===== config.mk =====
export PLATFORM = sky130hd
export DESIGN_NAME = mem_wb_stage
export DESIGN_NICKNAME = d
export VERILOG_FILES = /design/src/rtl/mem_wb_stage.sv
export SDC_FILE = /design/constraint.sdc
export NUM_CORES = 1
export LEC_CHECK = 0
export ABC_CLOCK_PERIOD_IN_PS = 2200
export BUFFER_PORTS_ARGS = -buffer_cell sky130_fd_sc_hd__buf_2
export CAP_MARGIN = 20
export CORE_ASPECT_RATIO = 2
export CORE_MARGIN = 4
export CORE_UTILIZATION = 52
export DETAILED_ROUTE_END_ITERATION = 12
export GPL_ROUTABILITY_DRIVEN = 0
export GPL_TIMING_DRIVEN = 0
export MAX_ROUTING_LAYER = met4
export PLACE_DENSITY = 0.89
export SYNTH_ARGS = -nofsm -noshare
export SYNTH_HDL_FRONTEND = slang
export SYNTH_SLANG_ARGS = --single-unit

===== constraint.sdc =====
create_clock -name Clk -period 2.2 [get_ports Clk]
set_input_delay 0.44 -clock Clk [delete_from_list [all_inputs] [get_ports Clk]]
set_output_delay 0.44 -clock Clk [all_outputs]
set_load 0.005 [all_outputs]

===== src/rtl/mem_wb_stage.sv =====
// mem_wb_stage -- MEM/WB pipeline stage built as a two-entry skid buffer.
//
// Formats loads from data memory (little-endian lane select plus sign or zero
// extension) or passes the ALU result through. The result is registered, so an
// accepted entry appears on the write-back outputs one cycle after acceptance.
// InReadyM comes from registered state only, so there is no combinational path
// from OutReadyW back to the memory stage.
//
// Optional feature: define MEM_WB_STALL_CNT_EN to build the back-pressure
// counter. Without it, StallCountW is tied to zero and the port is kept.
//
// Ports
//   Clk, Reset         clock; asynchronous active-low reset
//   InValidM/InReadyM  memory-stage handshake
//   ReadDataM          raw word read from data memory
//   AddressM           ALU result / effective address
//   MemTypeM           00 word, 01 half, 10 byte, 11 reserved (treated as word)
//   LoadUnsignedM      1 = zero-extend, 0 = sign-extend
//   MemToRegM          1 = result from memory, 0 = AddressM
//   RegWriteM/WriteRegM destination control
//   FlushW             discard every held entry
//   OutValidW/OutReadyW write-back handshake
//   ResultW/WriteRegW/RegWriteW write-back payload
//   StallCountW        saturating count of cycles with OutValidW=1, OutReadyW=0

package mem_wb_stage_pkg;

    localparam int unsigned XLEN    = 32;
    localparam int unsigned REG_AW  = 5;
    localparam int unsigned CNT_W   = 16;

    localparam logic [1:0] MT_WORD = 2'b00;
    localparam logic [1:0] MT_HALF = 2'b01;
    localparam logic [1:0] MT_BYTE = 2'b10;

    // One buffered write-back entry.
    typedef struct packed {
        logic [XLEN-1:0]   result;
        logic [REG_AW-1:0] wreg;
        logic              regwrite;
    } wb_entry_t;

endpackage

module mem_wb_stage
    import mem_wb_stage_pkg::*;
(
    input  logic              Clk,
    input  logic              Reset,
    input  logic              InValidM,
    output logic              InReadyM,
    input  logic [XLEN-1:0]   ReadDataM,
    input  logic [XLEN-1:0]   AddressM,
    input  logic [1:0]        MemTypeM,
    input  logic              LoadUnsignedM,
    input  logic              MemToRegM,
    input  logic              RegWriteM,
    input  logic [REG_AW-1:0] WriteRegM,
    input  logic              FlushW,
    output logic              OutValidW,
    input  logic              OutReadyW,
    output logic [XLEN-1:0]   ResultW,
    output logic [REG_AW-1:0] WriteRegW,
    output logic              RegWriteW,
    output logic [CNT_W-1:0]  StallCountW
);

    typedef enum logic [1:0] {
        ST_EMPTY = 2'b00,
        ST_ONE   = 2'b01,
        ST_FULL  = 2'b10
    } state_e;

    state_e    state_q, state_d;
    wb_entry_t main_q, main_d;
    wb_entry_t skid_q, skid_d;
    logic      in_ready_q, in_ready_d;
    logic      out_valid_q, out_valid_d;

    logic      accept;
    logic      transfer;
    wb_entry_t incoming;

    // Little-endian load formatting; the reserved type behaves as a word load.
    function automatic logic [XLEN-1:0] load_format(
        input logic [XLEN-1:0] data,
        input logic [1:0]      lane,
        input logic [1:0]      mem_type,
        input logic            unsigned_ld
    );
        logic [7:0]      b;
        logic [15:0]     h;
        logic [XLEN-1:0] r;
        case (lane)
            2'd0:    b = data[7:0];
            2'd1:    b = data[15:8];
            2'd2:    b = data[23:16];
            default: b = data[31:24];
        endcase
        // Halfword lane ignores address bit 0.
        h = lane[1] ? data[31:16] : data[15:0];
        case (mem_type)
            MT_BYTE: r = unsigned_ld ? {24'd0, b} : {{24{b[7]}}, b};
            MT_HALF: r = unsigned_ld ? {16'd0, h} : {{16{h[15]}}, h};
            default: r = data;
        endcase
        return r;
    endfunction

    assign accept   = InValidM && in_ready_q;
    assign transfer = out_valid_q && OutReadyW;

    // Result is resolved before it is buffered.
    always_comb begin
        incoming.result   = MemToRegM
                          ? load_format(ReadDataM, AddressM[1:0], MemTypeM, LoadUnsignedM)
                          : AddressM;
        incoming.wreg     = WriteRegM;
        incoming.regwrite = RegWriteM;
    end

    // Next-state and buffer update.
    always_comb begin
        state_d = state_q;
        main_d  = main_q;
        skid_d  = skid_q;

        case (state_q)
            ST_EMPTY: begin
                if (accept) begin
                    state_d = ST_ONE;
                    main_d  = incoming;
                end
            end
            ST_ONE: begin
                case ({accept, transfer})
                    2'b10: begin
                        state_d = ST_FULL;
                        skid_d  = incoming;
                    end
                    2'b11: main_d  = incoming;
                    2'b01: state_d = ST_EMPTY;
                    default: ;
                endcase
            end
            ST_FULL: begin
                // InReadyM is low here, so only a transfer can occur.
                if (transfer) begin
                    state_d = ST_ONE;
                    main_d  = skid_q;
                end
            end
            default: state_d = ST_EMPTY;
        endcase

        // Flush wins over any simultaneous accept or transfer.
        if (FlushW) begin
            state_d = ST_EMPTY;
        end

        // An empty stage never presents a register write.
        if (state_d == ST_EMPTY) begin
            main_d.regwrite = 1'b0;
        end

        in_ready_d  = (state_d != ST_FULL);
        out_valid_d = (state_d != ST_EMPTY);
    end

    // State and payload registers.
    always_ff @(posedge Clk or negedge Reset) begin
        if (!Reset) begin
            state_q     <= ST_EMPTY;
            main_q      <= '0;
            skid_q      <= '0;
            in_ready_q  <= 1'b1;
            out_valid_q <= 1'b0;
        end else begin
            state_q     <= state_d;
            main_q      <= main_d;
            skid_q      <= skid_d;
            in_ready_q  <= in_ready_d;
            out_valid_q <= out_valid_d;
        end
    end

    assign InReadyM  = in_ready_q;
    assign OutValidW = out_valid_q;
    assign ResultW   = main_q.result;
    assign WriteRegW = main_q.wreg;
    assign RegWriteW = main_q.regwrite;

`ifdef MEM_WB_STALL_CNT_EN
    logic [CNT_W-1:0] stall_cnt_q, stall_cnt_d;

    // Saturating back-pressure counter; flush leaves it untouched.
    always_comb begin
        stall_cnt_d = stall_cnt_q;
        if (out_valid_q && !OutReadyW && (stall_cnt_q != {CNT_W{1'b1}})) begin
            stall_cnt_d = stall_cnt_q + CNT_W'(1);
        end
    end

    always_ff @(posedge Clk or negedge Reset) begin
        if (!Reset) begin
            stall_cnt_q <= '0;
        end else begin
            stall_cnt_q <= stall_cnt_d;
        end
    end

    assign StallCountW = stall_cnt_q;
`else
    assign StallCountW = '0;
`endif

endmodule


# Word level (Yosys, flattened, before mapping)
# Index checks and enable logic that the tools add are counted.
# Widths: inputs -> output; s select.
[word_totals]
ff_bits = 80
latchBits = 0
ram_bits = 0
rom_bits = 0
in_bits = 79
out_inout_bits = 56
elab_cells = 52
memories = 0
[op_classes]
n_addsub = 0
mul = 0
div = 0
order_cmp = 0
n_eq_ne = 16
n_shift = 0
n_mux = 16
bitwise_logic = 0
n_reduce_logical = 11
[ops]
columns = ["operator", "count"]
rows = [
  ["$mux 38", 3],
  ["$pmux 38 s3", 1],
  ["$mux 32", 3],
  ["$pmux 32 s2", 1],
  ["$pmux 8 s3", 1],
  ["$mux 16", 1],
  ["$eq 2x2->1 const B", 5],
  ["$eq 2x1->1 const B", 4],
  ["$reduce_and 4->1", 2],
  ["$logic_not 2->1", 3],
  ["$mux 2", 3],
  ["$ne 2x2->1 const B", 3],
  ["$ne 3x3->1 const B", 2],
  ["$pmux 2 s3", 1],
  ["$pmux 2 s2", 1],
  ["$reduce_bool 4->1", 1],
  ["$ne 3x2->1 const B", 1],
  ["$reduce_bool 3->1", 1],
  ["$logic_and 1x1->1", 2],
  ["$ne 2x1->1 const B", 1],
  ["$reduce_and 2->1", 1],
  ["$reduce_bool 2->1", 1],
  ["$mux 1", 1],
]

# Longest topological paths before layout
# Gate-level depths: netlist of the first run.
[logic_depth]
ltp_word = 8
mapped_depth = 9
mapped_depth_nobuf = 7

# Least setup slack after synthesis of the first run
# No wires, ideal clock.
[synth_timing]
kind = "in2reg"
from = "input MemTypeM[0]"
to = "register main_q, in the netlist ResultW[22]"
setup_ns = 0.094
t_arrival_ns = 1.963
t_required_ns = 2.106
slack_ns = 0.143
stages = 8
path_buffers = 1
cell_sequence = "inv_1 -> ha_1 -> nand2_1 -> o22a_2 -> a2111oi_4 -> nor2_2 -> buf_6 -> a221oi_2"
[synth_via]
elab_chain_len = 5
word_cells_on_any_way = 7
cone_classes = "eq/ne (2); mux (5)"
[synth_rtl]
columns = ["item", "line_no", "source"]
rows = [
  ["start, declared", "54", "input logic [1:0] MemTypeM,"],
  ["$eq 2x1->1 or $eq 2x2->1 (tied branches)", "102", "case (mem_type)"],
  ["$pmux 32 s2 (*)", "102", ""],
  ["$mux 32 (*)", "116", "? load_format(ReadDataM, AddressM[1:0], MemTypeM, LoadUnsignedM)"],
  ["$mux 38, on equally long branches", "136, 130", ""],
  ["$pmux 38 s3 (*)", "128", "case (state_q)"],
  ["end signal, assigned", "180", "main_q <= main_d;"],
  ["end, declared", "75", "wb_entry_t main_q, main_d;"],
]
# Mark *: on every way between the ends. The rest lies on a longest branch, timed or not. The select of a mux whose other input is x is not followed.
# A chain may end at the register's enable or synchronous reset.

# Worst setup path after layout of the first run
[layout_timing]
from = "register state_q[1]"
to = "register main_q, in the netlist ResultW[13]"
[layout_via]
elab_chain_len = 3
word_cells_on_any_way = 9
cone_classes = "eq/ne (5); mux (1); reduce/logical (3)"
[layout_rtl]
columns = ["item", "line_no", "source"]
rows = [
  ["start, declared", "74", "state_e state_q, state_d;"],
  ["start signal, assigned", "179", "state_q <= state_d;"],
  ["$eq 2x1->1 (tied with other cells)", "128", ""],
  ["$ne 2x1->1 (no line) (tied with other cells)", "--", ""],
  ["$reduce_and 4->1 (no line)", "--", ""],
]
# Several ways; a longest one is shown, not always the timed one.

==> metrics, run 1 <==
max-slew violation count 0; DRC 0; Post-synth EDFFs 0; final-layout fill cell count 662; global-route wire length before repair 22,000 um; final HPWL from detailed placement 10,800 um; H-tree Lvls 3; Layout Skew 4.43 ps; CP required 2410 ps; Top Ports 135; root buf cell clkbuf_16; GR Util met2 49.6%; Worst path max stage delay 590 ps; Crit path max-delay family compound AO/OA/AOI/OAI gates; worst skew pair latency 340 ps; clock slew at the register clock pins of the worst setup and hold paths 60 ps; Final nets 716; vias after detailed routing 4,513; pwr/cell area 956 mW/mm^2; grt ovf 0; CTS Buffer Depth 2; Synth area leader dfrtp_1; ys async rst share 100%; largest net degree at the start of global routing 67; row count 47; combinational family with the most area after synthesis compound AO/OA/AOI/OAI gates; crit path cell chain nand3b_1, o21bai_1, buf_4, clkbuf_2, a31oi_1; endpoints failing setup 0; area growth from synthesis to layout 25.8%; initial antenna violation count 0; status finished, final reports clean; CP Capture Type flip-flop; VDD IR max 0.000666 V; Seq/Total Area, Yosys 46.1%; post-synthesis mux area share 3.80%; share of cells above drive strength 1 28.3%; Initial Util 52.8%; Hold Crit Class input port to flip-flop; Synth top area share 45.5%; flop and latch count out of synthesis 80; footprint of the multi-input gates 0.00211 mm^2; Synth Area in Simple Gates 18.5%; final wirelength 14,400 um; Final min period 2180 ps; Slew @ Worst Pin 688 ps; DR iter-0 viols 523; synth cell count leaders nor2_1, dfrtp_1, nand2_1, a21oi_1, clkbuf_1; CP bufs+invs 2; die footprint 0.00997 mm^2; WL/cell 19.5 um; Slew headroom 53.8%; mean number of vias per cell 6.12; grt peak-use layer met2; 1st-pass router iterations 7; Synth Instances 491; Worst path slowest cell o21bai_1; total number of yosys warnings 0; post-synthesis adder-cell area fraction 0.576%; Cells after DPL 722; I/O Buffers 117; Highest Clock Rate 459 MHz; Synth Area in XOR/XNOR 0%; die height 137 um; Yosys cell types 46; leakage 0.00257 uW; Final ANT Viol Nets 0; CTS buffer count 9; Hold Fails Final Rpt 0; Syn Area/Cell 8.85 um^2; crit path DAT 2390 ps; crit path kind flip-flop to flip-flop; CP Launch Type flip-flop; Synth Flop Type dfrtp_1; Finished Layout Cells 738; Num Clock Sinks 80; RSZ-0062 raised after global routing yes; gr usage total 30.0%; Register Area 0.00200 mm^2; GR met3 Demand/Resource 5.70%; Post-Syn Area 0.00435 mm^2; fin crit share 99.1%; met1 Use GR 31.0%; MaxCap Viol Count 0; total power 5230 uW; n_diodes 0; cell with the most instances after synthesis nor2_1; CP max FO 10; vias in the first global route 4,451; synth top area cells dfrtp_1, nor2_1, nand2_1; Core Region 0.00823 mm^2; CTS tree yes; Die X 72.7 um; complex-gate fraction of the synthesized area 24.2%
## power by group
group / switching [uW] / leakage (uW) / internal [uW]
logic: 831 / 0.00148 / 626
clock network: 580 / 0.000143 / 942
registers: 279 / 0.000944 / 1970
total: 1690 / 0.00257 / 3540
## per-stage QoR
stage	utilization [%]	area (um^2)	setup WS (ps)	hold WS (ps)	TNS (ps)
after floorplan	-	4400	143	144	0
after global placement	62.1	5110	-274	455	-9990
after detailed placement	62.4	5140	-396	319	-15290
after CTS	66.3	5460	18.9	307	0
after global routing	66.4	5470	-109	315	-1090
final	66.4	5470	20.2	302	0
## metal layers
metal / vias to the layer above / share of wire (%)
met5: - / 0
met4: 0 / 7.3
met3: 93 / 8.4
met2: 333 / 52
met1: 2085 / 33
li1: 2002 / -
## final timing paths
path / start / endpoint / slack [ps] / depth (start not counted)
min reg2reg: skid_q[8]$_DFFE_PN0P_ / skid_q[8]$_DFFE_PN0P_ / 470 / 2
max reg2reg: state_q[1]$_DFF_PN0_ / ResultW[13]$_DFFE_PN0P_ / 20 / 5
min in group asynchronous: Reset / ResultW[2]$_DFFE_PN0P_ / 510 / 2
min: WriteRegM[1] / skid_q[2]$_DFFE_PN0P_ / 300 / 3
max: state_q[1]$_DFF_PN0_ / ResultW[13]$_DFFE_PN0P_ / 20 / 5
max in group asynchronous: Reset / ResultW[25]$_DFFE_PN0P_ / 1110 / 3
## registers in the layout, summed over array words and instances (netlist names)
register / cells
WriteRegW: 5
state_q: 2
RegWriteW: 1
skid_q: 38
InReadyM: 1
ResultW: 32
OutValidW: 1
## layout by cell type, fill, tap and decap left out, types with 5 or more instances in the layout
master / instances
a221oi_1: 7
inv_1: 7
a31oi_1: 15
a22oi_1: 15
o31ai_1: 7
nand2_1: 75
nor2_1: 86
buf_4: 20
clkbuf_16: 9
a21oi_1: 29
o21ai_0: 20
and2_1: 5
dfrtp_1: 79
clkbuf_1: 22
conb_1: 16
clkbuf_2: 6
mux2i_1: 12
o22ai_1: 12
a221oi_2: 10
buf_2: 118
o221ai_1: 9
nand2b_1: 5
## tightest hold or removal path, delay by kind of cell
family / cells / cell delay [ps]
and+or+nand+nor: 2 / 90
buffers and inverters: 1 / 80
## layout make-up
| type | instances | area share, % |
|---|---|---|
| clock buffer | 14 | 4.83 |
| tap | 98 | 2.24 |
| multi-input combinational | 370 | 38.7 |
| buffer | 47 | 4.92 |
| timing repair buffer | 120 | 11.6 |
| clock inverter | 2 | 0.686 |
| sequential | 80 | 36.6 |
| inverter | 7 | 0.480 |
## repair_timing
action / CTS / global route
buffers inserted: 0 / 1
pin swaps: 1 / 1
setup endpoints to repair: 28 / 50
hold endpoints to repair: 13 / 0
hold buffers: 1 / 0
resized for setup: 3 / 14
## logic make-up (layout without fill, tap and decap cells)
family	Yosys count	count (layout)
and+or+nand+nor	193	193
AOI/OAI and AO/OA	143	143
DFF	80	80
buffers and inverters	56	190
muxes	16	16
adders and majority gates	2	2
other	1	16
No activity file was read; power rests on OpenSTA's default activity.
==> run 2: changes to the inputs <==
--- a/config.mk
+++ b/config.mk
@@ -5,7 +5,7 @@
 export SDC_FILE = /design/constraint.sdc
 export NUM_CORES = 1
 export LEC_CHECK = 0
-export ABC_CLOCK_PERIOD_IN_PS = 2200
+export ABC_CLOCK_PERIOD_IN_PS = 2450
 export BUFFER_PORTS_ARGS = -buffer_cell sky130_fd_sc_hd__buf_2
 export CAP_MARGIN = 20
 export CORE_ASPECT_RATIO = 2
==> constraint.sdc (replaced) <==
create_clock -name Clk -period 2.45 [get_ports Clk]
set_input_delay 0.49 -clock Clk [delete_from_list [all_inputs] [get_ports Clk]]
set_output_delay 0.49 -clock Clk [all_outputs]
set_load 0.005 [all_outputs]
==> run 2 against run 1 <==
Effect of this change:
- worst hold slack got worse by 300 ps
- via count is 0.69% higher
- critical endpoint is now ResultW[24]$_DFFE_PN0P_
- setup slack improved by 60 ps
- combinational power fell by 11%
- highest routed layer unchanged
- global-route usage is 0.062 points lower
- count of clock-buffer cells in the layout stayed put
- cell area down 0.50%
- largest cell class unchanged
- die area unchanged
==> metrics, run 2 (synthesis gave the netlist of run 1 again) <==
status finished, final reports clean; leakage 0.00255 uW (-0.86%); CP Capture Type flip-flop; n_diodes 0 (unchanged); max reg flops 38 (unchanged); final HPWL from detailed placement 10,800 um (unchanged); worst skew pair latency 350 ps (about the same); most common cell after layout, fill and taps aside buf_2; Resized cells post-CTS 0 (-3); post-CTS setup buffer count 0 (unchanged); fin crit share 96.7%; crit path cell chain buf_2, inv_1, ha_1, nand2_1, o22a_2, a2111oi_4, nor2_2, buf_6, a221oi_2; CP required 2690 ps (+280 ps); die height 137 um (unchanged); initial antenna violation count 0 (unchanged); RSZ-0062 raised after global routing yes; Worst path slowest cell a2111oi_4; most frequent cells in the layout buf_2, nor2_1, dfrtp_1, nand2_1, a21oi_1; final wirelength 14,300 um (-0.44%); area growth from synthesis to layout 25.2%; placed inst area 0.00514 mm^2 (unchanged); vias after detailed routing 4,544 (+0.69%); pwr/cell area 861 mW/mm^2 (-9.9%); WL/cell 19.4 um (-0.30%); Slew headroom 53.5% (-0.33 points); cell area after layout 0.00544 mm^2 (-0.50%); Die X 72.7 um (unchanged); global-route wire length before repair 22,000 um (-0.12%); Hold Crit Class input port to async pin; final-layout fill cell count 668 (+0.91%); final core occ 66.1% (-0.33 points); Highest Clock Rate 422 MHz; CTS Hold Bufs 0 (-1); I/O Buffers 117 (unchanged); Slew @ Worst Pin 693 ps (+4.95 ps); Reg with most FFs skid_q; share of cells above drive strength 1 27.1% (-1.2 points); mean number of vias per cell 6.17 (+0.82%); crit path kind input port to flip-flop; root buf cell clkbuf_16; DP Worst Slack -196 ps (+200 ps); gr usage total 29.9% (-0.062 points); crit path DAT 2610 ps (+220 ps); 1st-pass router iterations 6 (-1); DRC 0 (unchanged); largest net degree at the start of global routing 67 (unchanged); die footprint 0.00997 mm^2 (unchanged); row count 47 (unchanged); MaxCap Viol Count 0 (unchanged); Core Region 0.00823 mm^2 (unchanged); CP bufs+invs 3 (+1); Hold Fails Final Rpt 0 (unchanged); vias in the first global route 4,464 (+0.29%); grt ovf 0 (unchanged); Critical R2R Launch state_q[1]$_DFF_PN0_; Top Ports 135 (unchanged); VDD IR max 0.000599 V (-10%); Final WS setup 80.6 ps (+60.3 ps); Final min period 2370 ps; CP max FO 10 (unchanged); Layout Skew 5.57 ps (+1.14 ps); endpoints failing setup 0 (unchanged); H-tree Lvls 3 (unchanged); Final ANT Viol Nets 0 (unchanged); max-slew violation count 0 (unchanged); clock slew at the register clock pins of the worst setup and hold paths 60 ps (about the same); Num Clock Sinks 80 (unchanged); Initial Util 52.8% (unchanged); CTS Buffer Depth 2 (unchanged); CP Launch Type input port; Final nets 715 (-0.14%); Crit path max-delay family compound AO/OA/AOI/OAI gates; Hold Slack 4.84 ps (-297 ps); CTS tree yes; DR iter-0 viols 524 (+0.19%); CTS buffer count 9 (unchanged); critical path launch point MemTypeM[0]; Worst path max stage delay 530 ps (-60 ps)
## run 2: layout make-up
class / count / area (um^2) / area share [%]
multi-input cells: 370 / 2110 / 38.8
clock inverters: 2 / 37.5 / 0.690
well taps: 98 / 123 / 2.25
repair buffers: 118 / 616 / 11.3
inverters: 7 / 26.3 / 0.483
plain buffers: 48 / 264 / 4.85
clock buffers: 14 / 264 / 4.85
flip-flops and latches: 80 / 2000 / 36.8
## run 2: final timing paths
kind                       slack [ps]                      end  cells after the start
setup / recovery                   80  ResultW[24]$_DFFE_PN0P_                      9
hold / removal                      5   ResultW[2]$_DFFE_PN0P_                      1
setup reg to reg                  220  ResultW[13]$_DFFE_PN0P_                      6
hold reg to reg                   470    skid_q[8]$_DFFE_PN0P_                      2
max in group asynchronous        1850  ResultW[25]$_DFFE_PN0P_                      2
min in group Clk                  350      OutValidW$_DFF_PN0_                      2
## run 2: layer usage
layer | routed length [um] | part of all wire [%] | GRT usage (%) | vias up
met3 | 1260 | 8.8 | 5.77 | 98
met2 | 7360 | 51 | 49.5 | 336
met4 | 1060 | 7.4 | 22.1 | 0
met5 | 0 | 0 | - | -
met1 | 4630 | 32 | 30.7 | 2105
li1 | - | - | - | 2005
## run 2: power by group
group | switching, uW | leakage (uW) | internal, uW | total (uW)
Combinational | 743 | 0.00146 | 554 | 1300
Clock | 522 | 0.000143 | 846 | 1370
Sequential | 253 | 0.000944 | 1770 | 2020
## run 2: through the flow
stage | std cells | power, uW | TNS [ps]
3_5_place_dp | 722 | 3300 | -3980
2_1_floorplan | 506 | 2740 | 0
6_report | 737 | 4690 | 0
5_1_grt | 737 | 4920 | -5.77
4_1_cts | 738 | 4660 | 0
3_3_place_gp | 721 | 3210 | -1070
